==> src/rtl/execute_store_bus_if.sv <==
// Data-memory write bus between the store unit (master) and the memory (slave).
interface execute_store_bus_if;
   logic [31:0] mem_addr;
   logic [31:0] mem_wdata;
   logic [3:0]  mem_wstrb;
   logic        mem_wvalid;
   logic        mem_wready;
   logic        mem_bresp_valid;
   logic        mem_bresp_err;

   modport master (
      output mem_addr, mem_wdata, mem_wstrb, mem_wvalid,
      input  mem_wready, mem_bresp_valid, mem_bresp_err
   );

   modport slave (
      input  mem_addr, mem_wdata, mem_wstrb, mem_wvalid,
      output mem_wready, mem_bresp_valid, mem_bresp_err
   );
endinterface

==> src/rtl/execute_store_bus.sv <==
// Store path to the data-memory bus: takes one resolved store, checks
// alignment, steers lanes/strobes, runs a single-outstanding write with a
// response timeout and reports done/error for one cycle.
module execute_store_bus #(
   parameter int unsigned TIMEOUT_CYCLES = 255,
   parameter int unsigned TIMEOUT_W      = 8
) (
   input  logic                       clk,
   input  logic                       reset,
   input  logic                       req_valid,
   output logic                       req_ready,
   input  logic [31:0]                req_addr,
   input  logic [31:0]                req_val,
   input  logic [1:0]                 req_size,
   execute_store_bus_if.master        mem,
   output logic                       store_done,
   output logic                       store_error,
   output logic [1:0]                 error_cause,
   output logic                       busy
);

   typedef enum logic [1:0] {
      IDLE = 2'd0,
      CMD  = 2'd1,
      RESP = 2'd2,
      FIN  = 2'd3
   } state_t;

   localparam logic [TIMEOUT_W-1:0] CNT_ZERO = {TIMEOUT_W{1'b0}};
   localparam logic [TIMEOUT_W-1:0] CNT_ONE  = TIMEOUT_W'(1);
   localparam logic [TIMEOUT_W-1:0] CNT_LAST = TIMEOUT_W'(TIMEOUT_CYCLES - 1);

   // Size 11, odd halfword or unaligned word never reach the bus.
   function automatic logic is_illegal(input logic [1:0] size, input logic [1:0] addr_lo);
      logic bad;
      case (size)
         2'b00:   bad = 1'b0;
         2'b01:   bad = addr_lo[0];
         2'b10:   bad = (addr_lo != 2'b00);
         default: bad = 1'b1;
      endcase
      return bad;
   endfunction

   // Replicate the right-justified value into every lane it may occupy.
   function automatic logic [31:0] steer_wdata(input logic [1:0] size, input logic [31:0] val);
      logic [31:0] d;
      case (size)
         2'b00:   d = {4{val[7:0]}};
         2'b01:   d = {2{val[15:0]}};
         default: d = val;
      endcase
      return d;
   endfunction

   function automatic logic [3:0] steer_wstrb(input logic [1:0] size, input logic [1:0] addr_lo);
      logic [3:0] s;
      case (size)
         2'b00:   s = 4'b0001 << addr_lo;
         2'b01:   s = addr_lo[1] ? 4'b1100 : 4'b0011;
         2'b10:   s = 4'b1111;
         default: s = 4'b0000;
      endcase
      return s;
   endfunction

   state_t               state_r, state_nxt_s;
   logic [TIMEOUT_W-1:0] cnt_r, cnt_nxt_s;
   logic [31:0]          addr_r, wdata_r;
   logic [3:0]           wstrb_r;
   logic [1:0]           cause_r, cause_nxt_s;
   logic                 ready_r, ready_nxt_s;
   logic                 wvalid_r, wvalid_nxt_s;
   logic                 busy_r, busy_nxt_s;
   logic                 done_r, done_nxt_s;
   logic                 error_r, error_nxt_s;
   logic                 accept_s, illegal_s, cmd_fire_s, timeout_hit_s;

   assign accept_s      = (state_r == IDLE) && req_valid;
   assign illegal_s     = is_illegal(req_size, req_addr[1:0]);
   assign cmd_fire_s    = (state_r == CMD) && mem.mem_wready;
   assign timeout_hit_s = (cnt_r == CNT_LAST);

   // State register; reset abandons any transaction in flight.
   always_ff @(posedge clk or posedge reset) begin
      if (reset) begin
         state_r <= IDLE;
      end else begin
         state_r <= state_nxt_s;
      end
   end

   // Next-state decision.
   always_comb begin
      state_nxt_s = state_r;
      case (state_r)
         IDLE: begin
            if (accept_s) begin
               state_nxt_s = illegal_s ? FIN : CMD;
            end else begin
               state_nxt_s = IDLE;
            end
         end
         CMD: begin
            if (mem.mem_wready) begin
               // A response arriving with the accept closes the store at once.
               state_nxt_s = mem.mem_bresp_valid ? FIN : RESP;
            end else begin
               state_nxt_s = CMD;
            end
         end
         RESP: begin
            if (mem.mem_bresp_valid || timeout_hit_s) begin
               state_nxt_s = FIN;
            end else begin
               state_nxt_s = RESP;
            end
         end
         FIN:     state_nxt_s = IDLE;
         default: state_nxt_s = IDLE;
      endcase
   end

   // Next values of the registered outputs, counter and cause.
   always_comb begin
      done_nxt_s  = 1'b0;
      error_nxt_s = 1'b0;
      cause_nxt_s = cause_r;
      cnt_nxt_s   = cnt_r;
      case (state_r)
         IDLE: begin
            if (accept_s) begin
               error_nxt_s = illegal_s;
               cause_nxt_s = illegal_s ? 2'b01 : 2'b00;
            end else begin
               error_nxt_s = 1'b0;
            end
         end
         CMD: begin
            if (cmd_fire_s) begin
               cnt_nxt_s = CNT_ZERO;
               if (mem.mem_bresp_valid) begin
                  done_nxt_s  = ~mem.mem_bresp_err;
                  error_nxt_s = mem.mem_bresp_err;
                  cause_nxt_s = mem.mem_bresp_err ? 2'b10 : 2'b00;
               end else begin
                  done_nxt_s = 1'b0;
               end
            end else begin
               cnt_nxt_s = cnt_r;
            end
         end
         RESP: begin
            cnt_nxt_s = cnt_r + CNT_ONE;
            // The response takes priority over a coincident timeout.
            if (mem.mem_bresp_valid) begin
               done_nxt_s  = ~mem.mem_bresp_err;
               error_nxt_s = mem.mem_bresp_err;
               cause_nxt_s = mem.mem_bresp_err ? 2'b10 : 2'b00;
            end else if (timeout_hit_s) begin
               error_nxt_s = 1'b1;
               cause_nxt_s = 2'b11;
            end else begin
               done_nxt_s = 1'b0;
            end
         end
         FIN:     cnt_nxt_s = cnt_r;
         default: cnt_nxt_s = cnt_r;
      endcase
      ready_nxt_s  = (state_nxt_s == IDLE);
      wvalid_nxt_s = (state_nxt_s == CMD);
      busy_nxt_s   = (state_nxt_s != IDLE);
   end

   // Output and datapath registers; bus fields are captured once at accept.
   always_ff @(posedge clk or posedge reset) begin
      if (reset) begin
         ready_r  <= 1'b1;
         wvalid_r <= 1'b0;
         busy_r   <= 1'b0;
         done_r   <= 1'b0;
         error_r  <= 1'b0;
         cause_r  <= 2'b00;
         cnt_r    <= CNT_ZERO;
         addr_r   <= 32'h0000_0000;
         wdata_r  <= 32'h0000_0000;
         wstrb_r  <= 4'b0000;
      end else begin
         ready_r  <= ready_nxt_s;
         wvalid_r <= wvalid_nxt_s;
         busy_r   <= busy_nxt_s;
         done_r   <= done_nxt_s;
         error_r  <= error_nxt_s;
         cause_r  <= cause_nxt_s;
         cnt_r    <= cnt_nxt_s;
         if (accept_s) begin
            addr_r  <= {req_addr[31:2], 2'b00};
            wdata_r <= steer_wdata(req_size, req_val);
            wstrb_r <= steer_wstrb(req_size, req_addr[1:0]);
         end
      end
   end

   assign req_ready      = ready_r;
   assign busy           = busy_r;
   assign store_done     = done_r;
   assign store_error    = error_r;
   assign error_cause    = cause_r;
   assign mem.mem_addr   = addr_r;
   assign mem.mem_wdata  = wdata_r;
   assign mem.mem_wstrb  = wstrb_r;
   assign mem.mem_wvalid = wvalid_r;

endmodule

==> src/flat_wrapper.sv <==
// flat-port wrapper written by rule: the top's interface ports become plain ports
module execute_store_bus_flat 
#(
   parameter int unsigned TIMEOUT_CYCLES = 255,
   parameter int unsigned TIMEOUT_W      = 8
)
  (clk, reset, req_valid, req_ready, req_addr, req_val, req_size, store_done, store_error, error_cause, busy, mem_mem_addr, mem_mem_wdata, mem_mem_wstrb, mem_mem_wvalid, mem_mem_wready, mem_mem_bresp_valid, mem_mem_bresp_err);
  execute_store_bus_if mem_i ();
  input  logic clk;
  input  logic reset;
  input  logic req_valid;
  output logic req_ready;
  input  logic [31:0] req_addr;
  input  logic [31:0] req_val;
  input  logic [1:0] req_size;
  output logic store_done;
  output logic store_error;
  output logic [1:0] error_cause;
  output logic busy;
  output wire logic [$bits(mem_i.mem_addr)-1:0] mem_mem_addr;
  output wire logic [$bits(mem_i.mem_wdata)-1:0] mem_mem_wdata;
  output wire logic [$bits(mem_i.mem_wstrb)-1:0] mem_mem_wstrb;
  output wire logic [$bits(mem_i.mem_wvalid)-1:0] mem_mem_wvalid;
  input wire logic [$bits(mem_i.mem_wready)-1:0] mem_mem_wready;
  input wire logic [$bits(mem_i.mem_bresp_valid)-1:0] mem_mem_bresp_valid;
  input wire logic [$bits(mem_i.mem_bresp_err)-1:0] mem_mem_bresp_err;
  assign mem_mem_addr = mem_i.mem_addr;
  assign mem_mem_wdata = mem_i.mem_wdata;
  assign mem_mem_wstrb = mem_i.mem_wstrb;
  assign mem_mem_wvalid = mem_i.mem_wvalid;
  assign mem_i.mem_wready = mem_mem_wready;
  assign mem_i.mem_bresp_valid = mem_mem_bresp_valid;
  assign mem_i.mem_bresp_err = mem_mem_bresp_err;
  execute_store_bus #(.TIMEOUT_CYCLES(TIMEOUT_CYCLES), .TIMEOUT_W(TIMEOUT_W)) u_core (.clk(clk), .reset(reset), .req_valid(req_valid), .req_ready(req_ready), .req_addr(req_addr), .req_val(req_val), .req_size(req_size), .mem(mem_i), .store_done(store_done), .store_error(store_error), .error_cause(error_cause), .busy(busy));
endmodule
==> config.mk <==
export PLATFORM = sky130hd
export DESIGN_NAME = execute_store_bus_flat
export DESIGN_NICKNAME = d
export VERILOG_FILES = /design/src/rtl/execute_store_bus_if.sv /design/src/rtl/execute_store_bus.sv /design/src/flat_wrapper.sv
export SDC_FILE = /design/constraint.sdc
export NUM_CORES = 1
export LEC_CHECK = 0
export ABC_AREA = 0
export BUFFER_PORTS_ARGS = -buffer_cell sky130_fd_sc_hd__buf_2
export CAP_MARGIN = 15
export CORE_UTILIZATION = 44
export DETAILED_ROUTE_END_ITERATION = 10
export GPL_ROUTABILITY_DRIVEN = 0
export PLACE_DENSITY = 0.78
export SKIP_LAST_GASP = 1
export SLEW_MARGIN = 20
export SYNTH_ARGS = -nofsm -noshare
export SYNTH_HDL_FRONTEND = slang
export SYNTH_SLANG_ARGS = --single-unit
==> constraint.sdc <==
create_clock -name clk -period 3.1 [get_ports clk]
set_input_delay 0.155 -clock clk [delete_from_list [all_inputs] [get_ports clk]]
set_output_delay 0.155 -clock clk [all_outputs]
set_load 0.02 [all_outputs]
==> PnR_summary.wiki, run 1 <==
{| class="wikitable"
! Metric !! Value
|-
| Result of the run || complete, no violations
|-
| # resized after CTS || 0
|-
| Hold Crit Class || input pin to register
|-
| Post-placement cell area || 0.00452 sq mm
|-
| Via density || 5.10
|-
| CTS Hold Bufs || 0
|-
| Antenna cell count || 0
|-
| Count of input and output buffers || 144
|-
| Maximum level of the CTS H-tree || 3
|-
| Clk sink count || 83
|-
| Worst setup SP type || register
|-
| Final critical-path required period || 2.03 ns
|-
| Number of distinct library cells after synthesis || 42
|-
| Type of the setup path with the least slack || register to register
|-
| Setup TNS Final || 0 ns
|-
| Leading post-synthesis cells by cell area || dfrtp_1 (55%), mux2_2 (11%), mux2i_1 (7.0%)
|-
| Height of the die || 94.2 microns
|-
| Async set-reset flop share out of synthesis || 100%
|-
| Clock-pin slew of the registers on the worst-case setup and hold paths || 0.08 ns
|-
| Cell count after placement || 562
|-
| I/O pins || 147
|-
| Slew Limit Headroom || 35.4%
|-
| Floorplan core area || 0.00822 sq mm
|-
| Share of the clock period used by the worst path after layout || 65.6%
|-
| Maximum clock rate || 492 MHz
|-
| Routed via count || 2,945
|-
| Post CTS Setup Buffer Count || 0
|-
| Area occupied by registers || 0.00208 sq mm
|-
| Number of standard cells after synthesis || 330
|-
| Num CTS Buffers || 9
|-
| Layout cell share with drive strength beyond 1 || 44.4%
|-
| #FFs+latches synth || 83
|-
| Violation count after the first detailed-route iteration || 104
|-
| Arrival time of the worst setup path || 2.26 ns
|-
| Post-synth design cell area || 0.00374 sq mm
|-
| WL per Instance || 14.5 microns
|-
| Power per cell area || 998 mW/mm^2
|-
| Dpl hpwl || 6.18 mm
|-
| Initial DRT Pass Iterations || 4
|-
| VDD IR max || 0.000483 V
|-
| First-pass GRT wire length || 13.6 mm
|-
| DRC violation count after routing || 0
|-
| Maximum number of pins on one net before global-route repair || 62
|-
| Bufs on Longest Clock Path || 2
|-
| Post-synthesis area per instance || 11.3 sq um
|-
| Post-route ant nets || 0
|-
| Die Outline Area || 0.00887 sq mm
|-
| Maximum net fanout on the critical path || 60
|-
| Setup repair after global routing missed its margin || false
|-
| Cell Count, Final, Fillers Out || 578
|-
| Data required time at the worst endpoint || 3.32 ns
|-
| Sequential fraction of the synthesis area || 55.6%
|-
| Sort of element at the end of the critical path || register
|-
| Actual slew at the worst max-slew pin || 0.965 ns
|-
| GRT Util Overall || 19.8%
|-
| Final routed wirelength across all metal layers || 8.39 mm
|-
| Layout Area Growth over Synthesis || 26.7%
|-
| Count of final max-slew check failures || 0
|-
| Width of the die || 94.2 microns
|-
| Number of global-route vias before repair || 2,988
|-
| Most used flip-flop cell after synthesis || dfrtp_1
|-
| Clock network latency to the later pin of the worst-skew pair || 0.34 ns
|-
| Final worst clock skew || 0.00627 ns
|-
| Multi-input gate area || 0.00155 sq mm
|-
| Max-capacitance violation count || 0
|-
| Yosys synthesis warning count || 0
|-
| Root cell of the clock tree || clkbuf_8
|-
| Initial core utilization || 45.5%
|-
| Final setup violation count || 0
|-
| Remaining global-route overflow || 0
|-
| Leak Pwr || 2.37 nW
|-
| TritonCTS clock tree || built
|-
| Number of flops mapped to enable cells by yosys || 0
|-
| Area share of the largest cell type after synthesis || 54.9%
|-
| Final instance area || 0.00474 sq mm
|-
| Final count of hold timing violations || 0
|-
| Fill count || 718
|-
| Placement Rows || 33
|-
| Nets@finish || 547
|-
| Library cell with the largest summed area after synthesis || dfrtp_1
|-
| Number of antenna violations at the first check in global routing || 0
|}
cells in the final DEF (no fill, tap or decap), types with 6 or more instances in the layout:
master	count
o21ai_0	34
nor2_1	19
a21oi_1	15
inv_1	6
dfrtp_1	82
clkbuf_8	11
buf_2	144
ha_1	6
nand2_1	39
mux2i_1	26
mux2_2	38
path summary, 6_finish.rpt:
path,startpoint,endpoint,slack (ns),depth (start not counted)
setup / recovery,u_core.state_r[0],u_core.mem.mem_wdata[6],1.07,4
hold / removal,req_addr[29],u_core.mem.mem_addr[29],0.04,2
setup reg to reg,u_core.state_r[0],u_core.mem.mem_wdata[6],1.07,4
hold reg to reg,u_core.mem.mem_wdata[13],u_core.mem.mem_wdata[13],0.48,2
max in group asynchronous,reset,u_core.mem.mem_wdata[13],1.82,4
min in group asynchronous,reset,u_core.mem.mem_addr[23],0.50,3
metal layers:
metal  vias to the layer above  global-route usage (%)  wire length [microns]
li1                       1420                       -                      -
met1                      1415                    25.4                   3690
met2                        93                    31.5                   4090
met3                        17                    3.40                    369
met4                         0                    11.3                    236
met5                         -                       0                      0
cell usage after synthesis, types with 2 or more instances:
master    instances
nor2_1           19
nand2b_1          4
nand3_1           2
ha_1              6
nand4_1           2
buf_2             5
o311ai_0          3
nor2b_1           3
o21ai_0          34
dfrtp_1          82
a21oi_1          15
nand2_1          40
xnor2_1           2
buf_4             2
inv_1             7
clkbuf_1         12
or2_2             4
mux2_1            2
mux2_2           38
mux2i_1          26
registers in the layout (all words and copies together) (netlist names), 2 cells and up:
signal,count
u_core.mem.mem_addr,30
u_core.state_r,2
u_core.error_cause,2
u_core.mem.mem_wdata,32
u_core.mem.mem_wstrb,4
u_core.cnt_r,8
worst max-delay path, stage by stage (launching register included):
cell and delay (ns):
dfrtp_1 0.39, inv_1 0.08, ha_1 0.29, nand2_2 0.73
mux2_2 0.42
power breakdown:
group	leakage (nW)	internal [mW]	switching, mW
clock	0.0974	0.411	0.377
sequential	1.02	1.58	0.252
combinational	1.26	0.822	1.29
total	2.37	2.81	1.92
layout make-up:
cell class	count	share of cell area [%]
clock buffers	11	3.20
clock inverters	4	1.06
inverters	7	0.608
multi-input cells	221	32.8
flip-flops and latches	83	43.9
well taps	105	2.77
repair buffers	147	15.7
per-stage QoR:
stage                     setup WS [ns]  hold WS (ns)  utilization [%]  power (mW)
after floorplan                   0.810         0.306                -        3.25
after global placement             1.17         0.386             55.1        3.89
after detailed placement           1.07         0.392             55.1        3.98
after CTS                          1.07        0.0216             57.5        4.77
after global routing              0.880        0.0242             57.7        5.03
final                              1.07        0.0391             57.7        4.73
logic make-up (layout without fill, tap and decap cells):
logic type / after synthesis / after routing / share of synthesized area (%)
AOI/OAI and AO/OA: 62 / 62 / 9.64
muxes: 66 / 66 / 19.0
buffers and inverters: 27 / 169 / 3.08
DFF: 83 / 83 / 55.6
adders and majority gates: 6 / 6 / 2.01
and+or+nand+nor: 83 / 83 / 10.1
other: 1 / 2 / 0.100
xor gates and xnor gates: 2 / 2 / 0.469
(Power assumes the default switching activity.)
==> run 2: changes to the inputs <==
- ABC_AREA: 0 -> 1
- clock period: 3.1 -> 2 ns (I/O delays scaled with it)
==> PnR_summary.wiki, run 2 <==
{| class="wikitable"
! Metric !! Value
|-
| Result of the run || complete, no violations (unchanged)
|-
| Post-synth design cell area || 0.00376 sq mm (was 0.00374 sq mm)
|-
| Antenna cell count || 0 (unchanged)
|-
| Leak Pwr || 2.85 nW (was 2.37 nW)
|-
| Leading post-synthesis cells by cell area || dfrtp_1 (55%), nand2_1 (18%), a21oi_1 (4.9%) (was dfrtp_1 (55%), mux2_2 (11%), mux2i_1 (7.0%))
|-
| Root cell of the clock tree || clkbuf_8 (unchanged)
|-
| List of cells traversed by the critical path || inv_1 > ha_1 > inv_2 > o21ai_4 > nand3_2 > xor2_1 > nor2_1 (was inv_1 > ha_1 > nand2_2 > mux2_2)
|-
| Remaining global-route overflow || 0 (unchanged)
|-
| Slowest Stage Delay on Critical Path || 0.41 ns (was 0.73 ns)
|-
| Slew Limit Headroom || 60.4% (was 35.4%)
|-
| Floorplan core area || 0.00826 sq mm (was 0.00822 sq mm)
|-
| Clock-pin slew of the registers on the worst-case setup and hold paths || 0.09 ns (was 0.08 ns)
|-
| Height of the die || 94.5 microns (was 94.2 microns)
|-
| Post-synthesis area per instance || 8.33 sq um (was 11.3 sq um)
|-
| Maximum level of the CTS H-tree || 3 (unchanged)
|-
| Clock network latency to the later pin of the worst-skew pair || 0.34 ns (about the same)
|-
| TritonCTS clock tree || built (unchanged)
|-
| Maximum number of pins on one net before global-route repair || 66 (was 62)
|-
| Setup TNS Final || 0 ns (unchanged)
|-
| Count of input and output buffers || 144 (unchanged)
|-
| Share of total power consumed by net switching || 42.7% (was 40.5%)
|-
| Final setup violation count || 0 (unchanged)
|-
| Combinational fraction of design power || 43.9% (was 44.6%)
|-
| Number of standard cells after synthesis || 452 (was 330)
|-
| Share of the clock period used by the worst path after layout || 81.2% (was 65.6%)
|-
| Internal power contribution || 4.38 mW (was 2.81 mW)
|-
| Clk sink count || 83 (unchanged)
|-
| Actual slew at the worst max-slew pin || 0.593 ns (was 0.965 ns)
|-
| Post-Route Utilization || 63.5% (was 57.7%)
|-
| #FFs+latches synth || 83 (unchanged)
|-
| Layout Area Growth over Synthesis || 39.2% (was 26.7%)
|-
| Tightest hold margin || 0.0247 ns (was 0.0391 ns)
|-
| Final count of hold timing violations || 0 (unchanged)
|-
| Yosys synthesis warning count || 0 (unchanged)
|-
| Library cell with the highest instance count after synthesis || nand2_1 (was dfrtp_1)
|-
| Dpl hpwl || 6.81 mm (was 6.18 mm)
|-
| Most used flip-flop cell after synthesis || dfrtp_1 (unchanged)
|-
| Routed via count || 3,737 (was 2,945)
|-
| Initial DRT Pass Iterations || 4 (unchanged)
|-
| First-pass GRT wire length || 16.9 mm (was 13.6 mm)
|-
| Placement Rows || 33 (unchanged)
|-
| Commonest cells after routing, fill and taps aside || nand2_1 (184), buf_2 (144), dfrtp_1 (82), dlygate4sd3_1 (42), a21oi_1 (37) (was buf_2 (144), dfrtp_1 (82), nand2_1 (39), mux2_2 (38), o21ai_0 (34))
|-
| Power per cell area || 1460 mW/mm^2 (was 998 mW/mm^2)
|-
| Violation count after the first detailed-route iteration || 177 (was 104)
|-
| Most common cell after layout, fill and taps aside || nand2_1 (was buf_2)
|-
| Sequential fraction of the synthesis area || 55.2% (was 55.6%)
|-
| Worst setup SP type || register (unchanged)
|-
| Final worst clock skew || 0.00765 ns (was 0.00627 ns)
|-
| Area share of the largest cell type after synthesis || 54.5% (was 54.9%)
|-
| Setup repair after global routing missed its margin || false (unchanged)
|-
| Critical Path Slowest Stage Cell || dfrtp_1 (was nand2_2)
|-
| Data required time at the worst endpoint || 2.23 ns (was 3.32 ns)
|-
| VDD IR max || 0.000755 V (was 0.000483 V)
|-
| Maximum net fanout on the critical path || 9 (was 60)
|-
| Total power || 7.64 mW (was 4.73 mW)
|-
| I/O pins || 147 (unchanged)
|-
| WL per Instance || 14.1 microns (was 14.5 microns)
|-
| Via density || 5.02 (was 5.10)
|-
| Sequential cell fraction of total power || 36.9% (was 38.7%)
|-
| DRC violation count after routing || 0 (unchanged)
|-
| Num CTS Buffers || 9 (unchanged)
|-
| Die Outline Area || 0.00893 sq mm (was 0.00887 sq mm)
|-
| Arrival time of the worst setup path || 1.86 ns (was 2.26 ns)
|-
| GRT Util Overall || 24.6% (was 19.8%)
|-
| Bufs on Longest Clock Path || 2 (unchanged)
|-
| Post-route ant nets || 0 (unchanged)
|-
| Most frequent cells after synthesis || nand2_1 (184), dfrtp_1 (82), a21oi_1 (37) (was dfrtp_1 (82), nand2_1 (40), mux2_2 (38))
|-
| Number of flops mapped to enable cells by yosys || 0 (unchanged)
|-
| Number of antenna violations at the first check in global routing || 0 (unchanged)
|-
| Number of flip-flops in the largest register || 32 (unchanged)
|-
| Maximum clock rate || 616 MHz (was 492 MHz)
|-
| Count of final max-slew check failures || 0 (unchanged)
|-
| Max-capacitance violation count || 0 (unchanged)
|-
| Library cell with the largest summed area after synthesis || dfrtp_1 (unchanged)
|-
| Net switching component of the power || 3.26 mW (was 1.92 mW)
|-
| Number of distinct library cells after synthesis || 29 (was 42)
|-
| Clk network pwr share || 19.1% (was 16.7%)
|-
| Hold Crit Class || input pin to register (unchanged)
|-
| Width of the die || 94.5 microns (was 94.2 microns)
|-
| Final routed wirelength across all metal layers || 10.5 mm (was 8.39 mm)
|-
| Initial core utilization || 45.6% (was 45.5%)
|-
| Number of global-route vias before repair || 3,692 (was 2,988)
|-
| Nets@finish || 712 (was 547)
|-
| Layout cell share with drive strength beyond 1 || 28.6% (was 44.4%)
|-
| Async set-reset flop share out of synthesis || 100% (unchanged)
|-
| Type of the setup path with the least slack || register to register (unchanged)
|-
| Sort of element at the end of the critical path || register (unchanged)
|-
| Final critical-path required period || 1.62 ns (was 2.03 ns)
|}
-- run 2: logic make-up after synthesis --
group,after synthesis,share of synthesized area [%]
buffers and inverters,47,6.11
DFF,83,55.2
adders and majority gates,6,1.99
xor gates and xnor gates,3,0.698
other,1,0.0996
and+or+nand+nor,235,25.3
AOI/OAI and AO/OA,77,10.6
-- run 2: path summary, 6_finish.rpt --
path | from | end | slack [ns] | depth (start not counted)
min in group asynchronous | reset | u_core.mem.mem_addr[8] | 0.37 | 3
hold reg to reg | u_core.mem.mem_addr[4] | u_core.mem.mem_addr[4] | 0.48 | 2
setup / recovery | u_core.state_r[0] | u_core.cnt_r[5] | 0.38 | 7
hold / removal | req_val[4] | u_core.mem.mem_wdata[4] | 0.02 | 3
setup reg to reg | u_core.state_r[0] | u_core.cnt_r[5] | 0.38 | 7
max in group asynchronous | reset | u_core.mem.mem_wdata[5] | 0.99 | 4
-- run 2: per-stage QoR --
step | cell area [sq um] | instances | worst slack (ns)
6_report | 5240 | 744 | 0.377
5_1_grt | 5240 | 744 | 0.227
4_1_cts | 5240 | 744 | 0.377
3_5_place_dp | 4570 | 686 | 0.378
3_3_place_gp | 4570 | 686 | 0.480
2_1_floorplan | 3770 | 453 | 0.640
-- run 2: timing repair --
action / in CTS / in global routing
endpoints found under the hold margin: 65 / 0
setup buffers: 0 / 0
hold buffers: 42 / 0
resized for setup: 0 / 0
-- run 2: metal layers --
metal	vias to the layer above	global-route usage, %	wire length, microns
met5	-	0	0
met4	0	11.7	327
met3	32	5.31	737
met2	161	40.7	5230
met1	1754	30.6	4190
li1	1790	-	-
-- run 2: final cells by class --
cell class                 instances  area, sq um
clock inverter                     7          125
timing repair buffer             192         1220
clock buffer                       9          124
sequential                        83         2080
tap                              105          131
inverter                          25          100
multi-input combinational        323         1460
fill                             696         3020
-- run 2: power by group through the flow --
stage          Sequential (mW)  Clock, mW  Combinational [mW]
6_report                  2.82       1.46                3.36
2_1_floorplan             3.65          0                1.31
5_1_grt                   2.90       1.57                3.70
3_5_place_dp              2.82          0                3.28
4_1_cts                   2.81       1.50                3.34
3_3_place_gp              2.80          0                3.20
-- run 2: critical path, delay by kind of cell (launching register included) --
kind                       cells  cell delay (ns)
AOI/OAI and AO/OA              1             0.26
xor gates and xnor gates       1             0.14
and+or+nand+nor                2             0.16
buffers and inverters          2             0.21
DFF                            1             0.41
adders and majority gates      1             0.34
